$ cat config.mk
export PLATFORM = sky130hd
export DESIGN_NAME = shared_divider
export DESIGN_NICKNAME = d
export VERILOG_FILES = /design/src/rtl/div_pkg.sv /design/src/rtl/div_step.sv /design/src/rtl/shared_divider.sv
export SDC_FILE = /design/constraint.sdc
export NUM_CORES = 1
export LEC_CHECK = 0
export BUFFER_PORTS_ARGS = -buffer_cell sky130_fd_sc_hd__buf_2
export CAP_MARGIN = 0
export CORE_ASPECT_RATIO = 1.25
export CORE_MARGIN = 4
export CORE_UTILIZATION = 50
export DETAILED_ROUTE_END_ITERATION = 10
export HOLD_SLACK_MARGIN = 0.05
export PLACE_DENSITY_LB_ADDON = 0.15
export RECOVER_POWER = 100
export SKIP_LAST_GASP = 1
export SLEW_MARGIN = 20
export SYNTH_ARGS = -nofsm -noshare
export SYNTH_HDL_FRONTEND = slang
export SYNTH_HIERARCHICAL = 1
export SYNTH_SLANG_ARGS = --single-unit
$ cat constraint.sdc
create_clock -name clk -period 3.15 [get_ports clk]
set_input_delay 0.4725 -clock clk [delete_from_list [all_inputs] [get_ports clk]]
set_output_delay 0.4725 -clock clk [all_outputs]
set_load 0.05 [all_outputs]
$ cat src/rtl/div_pkg.sv
// Shared definitions for the multi-cycle restoring divider.
// DIV_ROUND_EN (in shared_divider) enables the ROUND state; the enum always reserves it.
package div_pkg;

  localparam int DIV_WIDTH = 16;

  // Wide all-ones pattern; users slice it down to their own WIDTH (up to 64 bits).
  localparam logic [63:0] DIV_ZERO_Q = '1;

  typedef enum logic [1:0] {
    IDLE  = 2'd0,
    CALC  = 2'd1,
    ROUND = 2'd2,
    DONE  = 2'd3
  } state_t;

endpackage

$ cat src/rtl/div_step.sv
// One combinational restoring-division step: shift in the next dividend bit,
// subtract the divisor when it fits, and report the quotient bit.
module div_step
  import div_pkg::*;
#(
  parameter int WIDTH = DIV_WIDTH
) (
  input  logic [WIDTH-1:0] part_rem,
  input  logic             next_bit,
  input  logic [WIDTH-1:0] divisor,
  output logic [WIDTH:0]   new_rem,
  output logic             q_bit
);

  logic [WIDTH:0] shifted;
  logic [WIDTH:0] diff;

  // The extra top bit keeps the carry of the shift so the compare is exact.
  assign shifted = {part_rem, next_bit};
  assign diff    = shifted - {1'b0, divisor};

  always_comb begin
    q_bit   = (shifted >= {1'b0, divisor});
    new_rem = q_bit ? diff : shifted;
  end

endmodule

$ cat src/rtl/shared_divider.sv
// Two-client unsigned restoring divider with busy/ready handshake.
// Optional macro DIV_ROUND_EN adds a rounding state after the iterations.
module shared_divider
  import div_pkg::*;
#(
  parameter int WIDTH = DIV_WIDTH
) (
  input  logic             clk,
  input  logic             rst,
  input  logic             start,
  input  logic             select,
  input  logic [WIDTH-1:0] dividend0,
  input  logic [WIDTH-1:0] divisor0,
  input  logic [WIDTH-1:0] dividend1,
  input  logic [WIDTH-1:0] divisor1,
  output logic             busy,
  output logic             ready,
  output logic [WIDTH-1:0] result,
  output logic [WIDTH-1:0] remainder,
  output logic             div_by_zero,
  output logic             owner
);

  localparam int CNT_W = $clog2(WIDTH + 1);
  localparam logic [WIDTH-1:0] ZERO_Q = DIV_ZERO_Q[WIDTH-1:0];

  state_t           state, state_next;
  logic [CNT_W-1:0] cnt;
  logic [WIDTH-1:0] dvd_reg;
  logic [WIDTH-1:0] dvs_reg;
  logic [WIDTH-1:0] quo_reg;
  logic [WIDTH:0]   rem_reg;
  logic             dz_reg;

  logic             accept;
  logic [WIDTH-1:0] sel_dividend;
  logic [WIDTH-1:0] sel_divisor;
  logic [WIDTH:0]   step_rem;
  logic             step_q;
  logic [WIDTH-1:0] quo_step;
  logic [1:0]       unused_bits;

  assign accept       = start && (state == IDLE || state == DONE);
  assign sel_dividend = select ? dividend1 : dividend0;
  assign sel_divisor  = select ? divisor1  : divisor0;
  assign quo_step     = {quo_reg[WIDTH-2:0], step_q};
  assign busy         = (state == CALC) || (state == ROUND);
  assign ready        = (state == DONE);
  // The partial remainder always stays below the divisor, so its top bit is never set.
  assign unused_bits  = {rem_reg[WIDTH], quo_reg[WIDTH-1]};

  div_step #(.WIDTH(WIDTH)) u_step (
    .part_rem (rem_reg[WIDTH-1:0]),
    .next_bit (dvd_reg[WIDTH-1]),
    .divisor  (dvs_reg),
    .new_rem  (step_rem),
    .q_bit    (step_q)
  );

  always_ff @(posedge clk) begin
    if (!rst) state <= IDLE;
    else      state <= state_next;
  end

  always_comb begin
    state_next = state;
    case (state)
      IDLE, DONE: state_next = accept ? CALC : IDLE;
      CALC: begin
        if (dz_reg) begin
          state_next = DONE;
        end else if (cnt == '0) begin
`ifdef DIV_ROUND_EN
          state_next = ROUND;
`else
          state_next = DONE;
`endif
        end
      end
`ifdef DIV_ROUND_EN
      ROUND:   state_next = DONE;
`endif
      default: state_next = IDLE;
    endcase
  end

`ifdef DIV_ROUND_EN
  logic round_up;
  assign round_up = ({rem_reg[WIDTH-1:0], 1'b0} >= {1'b0, dvs_reg});
`endif

  always_ff @(posedge clk) begin
    if (!rst) begin
      cnt         <= '0;
      dvd_reg     <= '0;
      dvs_reg     <= '0;
      quo_reg     <= '0;
      rem_reg     <= '0;
      dz_reg      <= 1'b0;
      result      <= '0;
      remainder   <= '0;
      div_by_zero <= 1'b0;
      owner       <= 1'b0;
    end else if (accept) begin
      dvd_reg     <= sel_dividend;
      dvs_reg     <= sel_divisor;
      dz_reg      <= (sel_divisor == '0);
      owner       <= select;
      div_by_zero <= 1'b0;
      cnt         <= CNT_W'(WIDTH - 1);
      quo_reg     <= '0;
      rem_reg     <= '0;
    end else if (state == CALC) begin
      if (dz_reg) begin
        result      <= ZERO_Q;
        remainder   <= dvd_reg;
        div_by_zero <= 1'b1;
      end else begin
        rem_reg <= step_rem;
        quo_reg <= quo_step;
        dvd_reg <= {dvd_reg[WIDTH-2:0], 1'b0};
        if (cnt != '0) cnt <= cnt - 1'b1;
`ifndef DIV_ROUND_EN
        if (cnt == '0) begin
          result    <= quo_step;
          remainder <= step_rem[WIDTH-1:0];
        end
`endif
      end
    end
`ifdef DIV_ROUND_EN
    else if (state == ROUND) begin
      // Round half up on the quotient; the reported remainder stays the truncated one.
      remainder <= rem_reg[WIDTH-1:0];
      result    <= (round_up && quo_reg != ZERO_Q) ? quo_reg + 1'b1 : quo_reg;
    end
`endif
  end

endmodule

==> key figures, run 1 <==
Run status
  – Outcome: finished, final reports clean

Worst hold path
  – Hold path startpoint: owner
  – Hold crit path type: register to register

Synthesis
  – Synth Area per Inst: 8.47 µm²
  – Post-synth net total: 758
  – Synthesized cell area: 5670 µm²
  – Synthesized instance count: 669
  – Yosys Warn Count: 6

STA
  – Final-report hold violation count: 0
  – Tcrit/Tclk final: 94.5%
  – Worst-Margin Slew: 1.22 ns
  – RSZ-0062 raised after global routing: no
  – Maximum clock rate: 0.336 GHz
  – Setup TNS: 0 ns
  – Crit path time final: 2.98 ns
  – Setup violators final: 0
  – Clk_skew: 0.00912 ns
  – Slew HR: 17.7%
  – Final Max Slew Viols: 0

Clocking
  – Clock transition at path regs: 0.07 ns
  – Cts hold-fix bufs: 0
  – H-tree lvl count: 3
  – # Post-CTS Setup Buffers: 0
  – Worst-Skew Late Latency: 0.35 ns
  – CTS max path bufs: 2
  – Clock Sinks: 105
  – CTS Buf Count: 9
  – TritonCTS clock tree: yes
  – Post-CTS sizing: 0
  – Clock root cell: clkbuf_16

Setup path
  – Reg-to-reg startpoint: dvd_reg[15]
  – Crit Path Class: register to register
  – Critical Path RT: 3.39 ns
  – Worst setup SP type: register
  – Critical Path Fanout Max: 4
  – Data arrival time of the critical path: 3.22 ns
  – CP startpoint: dvd_reg[15]
  – CP Capture Type: register

Global route
  – First-pass GRT wire length: 23600 µm
  – Largest net degree at the start of global routing: 74
  – Vias in the first global route: 4950
  – GRT Residual Overflow: 0
  – Initial antenna violation count: 0
  – Total track usage: 22.6%

Layout
  – Diode count: 0
  – Area growth from synthesis to layout: 13.9%
  – Fraction of layout cells with a size suffix above 1: 14.9%
  – Final Instance Area: 6450 µm²
  – Nets: 842
  – Filler cell count: 1082

Placement
  – DP HPWL: 10700 µm
  – Placed inst area: 6240 µm²
  – IO Port Bufs: 103
  – Gpl congestion: 0.862

Routing
  – Remaining DRCs: 0
  – Routed len/inst: 16.2 µm
  – Overall routed net length: 14400 µm
  – Via density per instance: 5.60
  – Via count: 4997
  – Routed Antenna Nets: 0
  – Initial DRC count: 263
  – TritonRoute pass-1 iters: 6

Power
  – Peak VDD IR: 310 µV
  – Pwr dens: 544 nW/µm²
  – Pleak: 3.03 nW

Floorplan
  – Row count: 43
  – Die Wd: 103 µm
  – DIE HEIGHT: 127 µm
  – Initial core utilization: 51.1%
  – Die area: 13100 µm²
  – IO Count: 104
  – CORE AREA: 11100 µm²

Job
  – Max-cap violations: 0
[layer usage]
metal	global-route usage, %	part of all wire, %	vias to the layer above
met1	26.5	41	2372
met4	8.23	2.2	0
met5	0	0	-
met2	40.1	53	110
met3	4.15	3.7	25
li1	-	-	2490
[final timing paths]
path	depth (start not counted)	slack, ns	endpoint
hold reg to reg	2	0.47	owner
hold / removal	2	0.47	owner
setup / recovery	13	0.17	remainder[14]
setup reg to reg	13	0.17	remainder[14]
[critical path, stage by stage, from the launching register on]
cell	delay, ns
dfxtp_1	0.37
inv_1	0.06
ha_1	0.22
fa_1	0.42
nor2b_1	0.18
o2111ai_1	0.15
a31oi_1	0.43
o2bb2ai_1	0.17
a21oi_1	0.10
xnor2_1	0.14
mux2_4	0.28
mux2i_1	0.12
nand2_1	0.06
o211a_1	0.16
[power breakdown]
part | internal (mW) | switching, mW | leakage, nW | total [mW]
sequential | 1.41 | 0.0612 | 0.857 | 1.47
clock | 0.697 | 0.502 | 0.146 | 1.20
combinational | 0.324 | 0.516 | 2.02 | 0.841
total | 2.43 | 1.08 | 3.03 | 3.51
[through the flow]
| step | cells | setup slack, ns | power [mW] | utilization [%] | hold slack, ns |
|---|---|---|---|---|---|
| 2_1_floorplan | 669 | 0.562 | 2.14 | - | 0.436 |
| 3_3_place_gp | 876 | 0.348 | 2.36 | 56.3 | 0.447 |
| 3_5_place_dp | 877 | 0.246 | 2.37 | 56.3 | 0.455 |
| 4_1_cts | 892 | 0.226 | 3.57 | 59.1 | 0.467 |
| 5_1_grt | 892 | 0.0288 | 3.69 | 58.2 | 0.489 |
| 6_report | 892 | 0.172 | 3.51 | 58.2 | 0.467 |
[cells in the final DEF, fill, tap and decap left out, types with 18 or more instances in the layout]
master and instances:
a21oi_1 45, buf_2 68, clkbuf_1 42, dfxtp_1 104
ha_1 20, inv_1 27, mux2i_1 50, nand2_1 150
nand3_1 18, nor2_1 28, nor3_1 23, o211a_1 32
[cell type report]
type	instances	area (µm²)	share of cell area (%)
multi-input cells	492	3210	49.7
flip-flops and latches	105	2100	32.6
repair buffers	118	563	8.73
clock buffers	11	233	3.61
well taps	135	169	2.62
inverters	27	101	1.57
clock inverters	4	76.3	1.18
(Power assumes the default switching activity.)
==> run 2: changes to the inputs <==
--- a/config.mk
+++ b/config.mk
@@ -14,6 +14,7 @@
 export HOLD_SLACK_MARGIN = 0.05
 export PLACE_DENSITY_LB_ADDON = 0.15
 export RECOVER_POWER = 100
+export SETUP_SLACK_MARGIN = 0.5
 export SKIP_LAST_GASP = 1
 export SLEW_MARGIN = 20
 export SYNTH_ARGS = -nofsm -noshare
==> key figures, run 2 (synthesized netlist as in run 1, its figures left out) <==
Run status
  – Outcome: finished, final reports clean

Setup path
  – Critical Path Fanout Max: 5
  – CP Capture Type: register
  – Max incr delay on CP: 0.38 ns
  – Crit Path Class: register to register
  – Worst-path cell chain: inv_1 -> ha_1 -> nand3_2 -> o21ai_0 -> a21oi_4 -> clkbuf_4 -> clkbuf_1 -> o21ai_0 -> xor2_1 -> mux2_4 -> mux2i_1 -> nand2_1 -> o211a_1
  – CP most frequent cell: o21ai_0
  – Slowest-stage cell, CP: ha_1
  – Critical Path RT: 3.39 ns
  – Worst setup SP type: register
  – Data arrival time of the critical path: 3.04 ns
  – Reg-to-reg startpoint: dvs_reg[3]
  – CP startpoint: dvs_reg[3]

Global route
  – Vias in the first global route: 4989
  – Largest net degree at the start of global routing: 74
  – GRT Residual Overflow: 0
  – Initial antenna violation count: 0
  – First-pass GRT wire length: 23900 µm
  – Total track usage: 22.8%

Clocking
  – TritonCTS clock tree: yes
  – Clock Sinks: 105
  – Clock transition at path regs: 0.07 ns
  – Cts hold-fix bufs: 0
  – Clock root cell: clkbuf_16
  – CTS max path bufs: 2
  – H-tree lvl count: 3
  – CTS Buf Count: 9
  – Worst-Skew Late Latency: 0.35 ns

Layout
  – Nets: 853
  – Most frequent cells in the layout: 150 x nand2_1, 100 x dfxtp_1, 67 x buf_2
  – Final non-filler cell total: 903
  – Final Instance Area: 6700 µm²
  – Fraction of layout cells with a size suffix above 1: 18.6%
  – Commonest non-fill, non-tap cell in the layout: nand2_1
  – Area growth from synthesis to layout: 18.3%
  – Filler cell count: 1060
  – Diode count: 0

STA
  – Setup violators final: 0
  – Worst-Margin Slew: 1.22 ns
  – Clk_skew: 0.00898 ns
  – RSZ-0062 raised after global routing: yes
  – Slew HR: 17.6%
  – Maximum clock rate: 0.358 GHz
  – Tcrit/Tclk final: 88.7%
  – Final-report hold violation count: 0
  – Crit path time final: 2.80 ns
  – Final Max Slew Viols: 0
  – Setup TNS: 0 ns

Floorplan
  – Die Wd: 103 µm
  – IO Count: 104
  – Row count: 43
  – Initial core utilization: 51.1%
  – CORE AREA: 11100 µm²
  – DIE HEIGHT: 127 µm
  – Die area: 13100 µm²

Routing
  – Routed len/inst: 16.4 µm
  – Initial DRC count: 284
  – Via density per instance: 5.56
  – Via count: 5025
  – Remaining DRCs: 0
  – Routed Antenna Nets: 0
  – TritonRoute pass-1 iters: 4
  – Overall routed net length: 14900 µm

Power
  – Peak VDD IR: 310 µV
  – Pwr dens: 540 nW/µm²
  – Pleak: 3.13 nW

Placement
  – Dpl cells: 877
  – IO Port Bufs: 103
  – Placed inst area: 6240 µm²
  – Gpl congestion: 0.862
  – DP HPWL: 10700 µm

Worst hold path
  – Hold path startpoint: owner
  – Hold crit path type: register to register

Job
  – Max-cap violations: 0
run 2: cell type report:
cell class              count  area, µm²  share of cell area, %
clock buffers              11        233                   3.47
clock inverters             4       76.3                   1.14
inverters                  27        101                   1.51
multi-input cells         492       3310                   49.4
flip-flops and latches    105       2110                   31.4
well taps                 135        169                   2.52
repair buffers            129        703                   10.5
run 2: stage by stage:
stage                     hold WS (ns)  setup WS, ns  util [%]  total power [mW]
after floorplan                  0.436         0.562         -              2.14
after global placement           0.447         0.348      56.3              2.36
after detailed placement         0.455         0.246      56.3              2.37
after CTS                        0.467         0.501      60.3              3.63
after global routing             0.489         0.207      60.5              3.80
final                            0.468         0.354      60.5              3.62
run 2: power breakdown:
part | total, mW | leakage, nW | switching (mW) | internal [mW]
Combinational | 0.946 | 2.13 | 0.551 | 0.396
Clock | 1.20 | 0.146 | 0.505 | 0.697
Sequential | 1.47 | 0.858 | 0.0623 | 1.41
Total | 3.62 | 3.13 | 1.12 | 2.50
run 2: path summary, 6_finish.rpt:
kind / endpoint / slack [ns] / depth (start not counted)
worst min register to register: owner / 0.47 / 2
worst min-delay path: owner / 0.47 / 2
worst max register to register: remainder[13] / 0.35 / 13
worst max-delay path: remainder[13] / 0.35 / 13
run 2: metal layers:
metal,up-vias,global-route usage (%),part of all wire (%)
li1,2507,-,-
met1,2396,26.7,40
met2,99,40.8,54
met3,23,4.15,4.0
met4,0,8.38,2.2
met5,-,0,0
run 2: repair_timing:
item	in CTS	in global routing
setup endpoints to repair	17	16
setup buffers	3	6
resized for setup	17	24
pin swaps	8	7
cloned	1	1
run 2: worst max-delay path: cells and delay by family, from the launching register on:
| kind | cells | cell delay [ns] |
|---|---|---|
| XOR/XNOR | 1 | 0.15 |
| flip-flops | 1 | 0.34 |
| AO/OA/AOI/OAI | 4 | 0.91 |
| adder cells (fa/ha/maj) | 1 | 0.38 |
| buffers and inverters | 3 | 0.32 |
| multiplexers | 2 | 0.44 |
| AND/OR/NAND/NOR | 2 | 0.18 |
==> run 3: changes to the inputs <==
==> constraint.sdc (replaced) <==
create_clock -name clk -period 3.15 [get_ports clk]
set_input_delay 0.1575 -clock clk [delete_from_list [all_inputs] [get_ports clk]]
set_output_delay 0.1575 -clock clk [all_outputs]
set_load 0.05 [all_outputs]
==> key figures, run 3 (synthesized netlist as in run 1, its figures left out) <==
Setup path
  – CP Capture Type: register
  – Crit Path Class: register to register
  – Worst-path cell chain: inv_2 -> ha_4 -> fa_2 -> nor2b_2 -> o2111ai_1 -> a31oi_4 -> o2bb2ai_2 -> a21oi_1 -> xnor2_1 -> mux2_4 -> mux2i_1 -> nand2_1 -> o211a_1
  – Critical Path Fanout Max: 4
  – Critical Path RT: 3.38 ns
  – Slowest-stage cell, CP: dfxtp_2
  – Data arrival time of the critical path: 2.87 ns
  – Worst setup SP type: register
  – Max incr delay on CP: 0.36 ns
  – Reg2Reg Depth: 13

STA
  – Crit path time final: 2.64 ns
  – Slew HR: 23.2%
  – Clk_skew: 0.00752 ns
  – Setup TNS: 0 ns
  – Setup violators final: 0
  – Tcrit/Tclk final: 83.8%
  – RSZ-0062 raised after global routing: yes
  – Min Hold Slack: 0.153 ns
  – Final Max Slew Viols: 0
  – Maximum clock rate: 0.379 GHz
  – Worst-Margin Slew: 1.14 ns
  – Final WS setup: 0.510 ns
  – Final-report hold violation count: 0

Clocking
  – H-tree lvl count: 3
  – CTS Buf Count: 9
  – Clock root cell: clkbuf_16
  – Clock Sinks: 105
  – Worst-Skew Late Latency: 0.34 ns
  – TritonCTS clock tree: yes
  – Cts hold-fix bufs: 0
  – CTS max path bufs: 2
  – Clock transition at path regs: 0.07 ns

Floorplan
  – Row count: 43
  – DIE HEIGHT: 127 µm
  – IO Count: 104
  – Die Wd: 103 µm
  – Die area: 13100 µm²
  – CORE AREA: 11100 µm²
  – Initial core utilization: 51.1%

Routing
  – Routed Antenna Nets: 0
  – Via density per instance: 5.56
  – Overall routed net length: 14800 µm
  – TritonRoute pass-1 iters: 4
  – Via count: 5006
  – Routed len/inst: 16.4 µm
  – Remaining DRCs: 0
  – Initial DRC count: 259

Layout
  – Final core occ: 60.7%
  – Commonest non-fill, non-tap cell in the layout: nand2_1
  – Area growth from synthesis to layout: 18.7%
  – Most frequent cells in the layout: 150 x nand2_1, 100 x dfxtp_1, 67 x buf_2
  – Fraction of layout cells with a size suffix above 1: 19.5%
  – Nets: 849
  – Diode count: 0
  – Final non-filler cell total: 900
  – Final Instance Area: 6730 µm²

Placement
  – Placed inst area: 6220 µm²
  – Dpl cells: 874
  – Gpl congestion: 0.864
  – Pre-CTS WS: 0.302 ns
  – IO Port Bufs: 103
  – DP HPWL: 10400 µm

Power
  – Total power: 3.64 mW
  – P_int: 2.54 mW
  – Sw Share: 30.4%
  – Pleak: 3.14 nW
  – Reg power frac: 40.4%
  – P_sw: 1.11 mW
  – Peak VDD IR: 328 µV
  – Pwr dens: 542 nW/µm²
  – Part of the power in combinational logic: 26.3%
  – Clk network pwr share: 33.3%

Global route
  – Initial antenna violation count: 0
  – Vias in the first global route: 4953
  – GRT Residual Overflow: 0
  – First-pass GRT wire length: 23900 µm
  – Total track usage: 22.7%
  – Largest net degree at the start of global routing: 74

Job
  – Max-cap violations: 0

Worst hold path
  – Worst Hold Depth: 4
  – Hold crit path type: primary input to register

Run status
  – Outcome: finished, final reports clean
-- run 3: cell count changes in the layout (fill, tap and decap cells not counted), sizes merged --
cell and change:
buf -1, clkbuf -2, clkinv +1, clkinvlp -1
-- run 3: routing by layer --
metal / vias to the layer above / track usage [%] / wire length, µm
met1: 2405 / 27.1 / 6110
li1: 2504 / - / -
met5: - / 0 / 0
met4: 0 / 7.55 / 292
met2: 80 / 41.1 / 7940
met3: 17 / 3.28 / 436
-- run 3: worst max-delay path: cells and delay by family (launching register included) --
| family | cells | cell delay [ns] |
|---|---|---|
| simple gates | 2 | 0.21 |
| fa+ha+maj | 2 | 0.51 |
| mux | 2 | 0.39 |
| compound gates | 5 | 0.87 |
| flops | 1 | 0.36 |
| xor+xnor | 1 | 0.13 |
| buf+inv | 1 | 0.06 |
-- run 3: repair_timing --
action / in CTS / in global routing
pin swaps: 3 / 9
gates cloned: 1 / 1
resized for setup: 13 / 31
buffers inserted: 2 / 6
endpoints found under the setup margin: 17 / 16
-- run 3: power by group through the flow --
| stage | clock (mW) | sequential, mW | combinational (mW) |
|---|---|---|---|
| global route | 1.29 | 1.48 | 1.05 |
| CTS | 1.25 | 1.47 | 0.914 |
| finish | 1.21 | 1.47 | 0.957 |
| global placement | 0 | 1.50 | 0.853 |
| detailed placement | 0 | 1.50 | 0.862 |
| floorplan | 0 | 1.56 | 0.587 |
-- run 3: layout make-up --
type	instances	area (µm²)
fill	1030	4360
multi-input combinational	492	3340
sequential	105	2110
timing repair buffer	125	688
clock buffer	12	246
tap	135	169
inverter	27	101
clock inverter	4	73.8
-- run 3: final timing paths --
kind           startpoint       endpoint  slack, ns
min reg2reg         owner          owner       0.47
max reg2reg   dvd_reg[15]  remainder[14]       0.51
min          dividend0[1]     dvd_reg[1]       0.15
max           dvd_reg[15]  remainder[14]       0.51
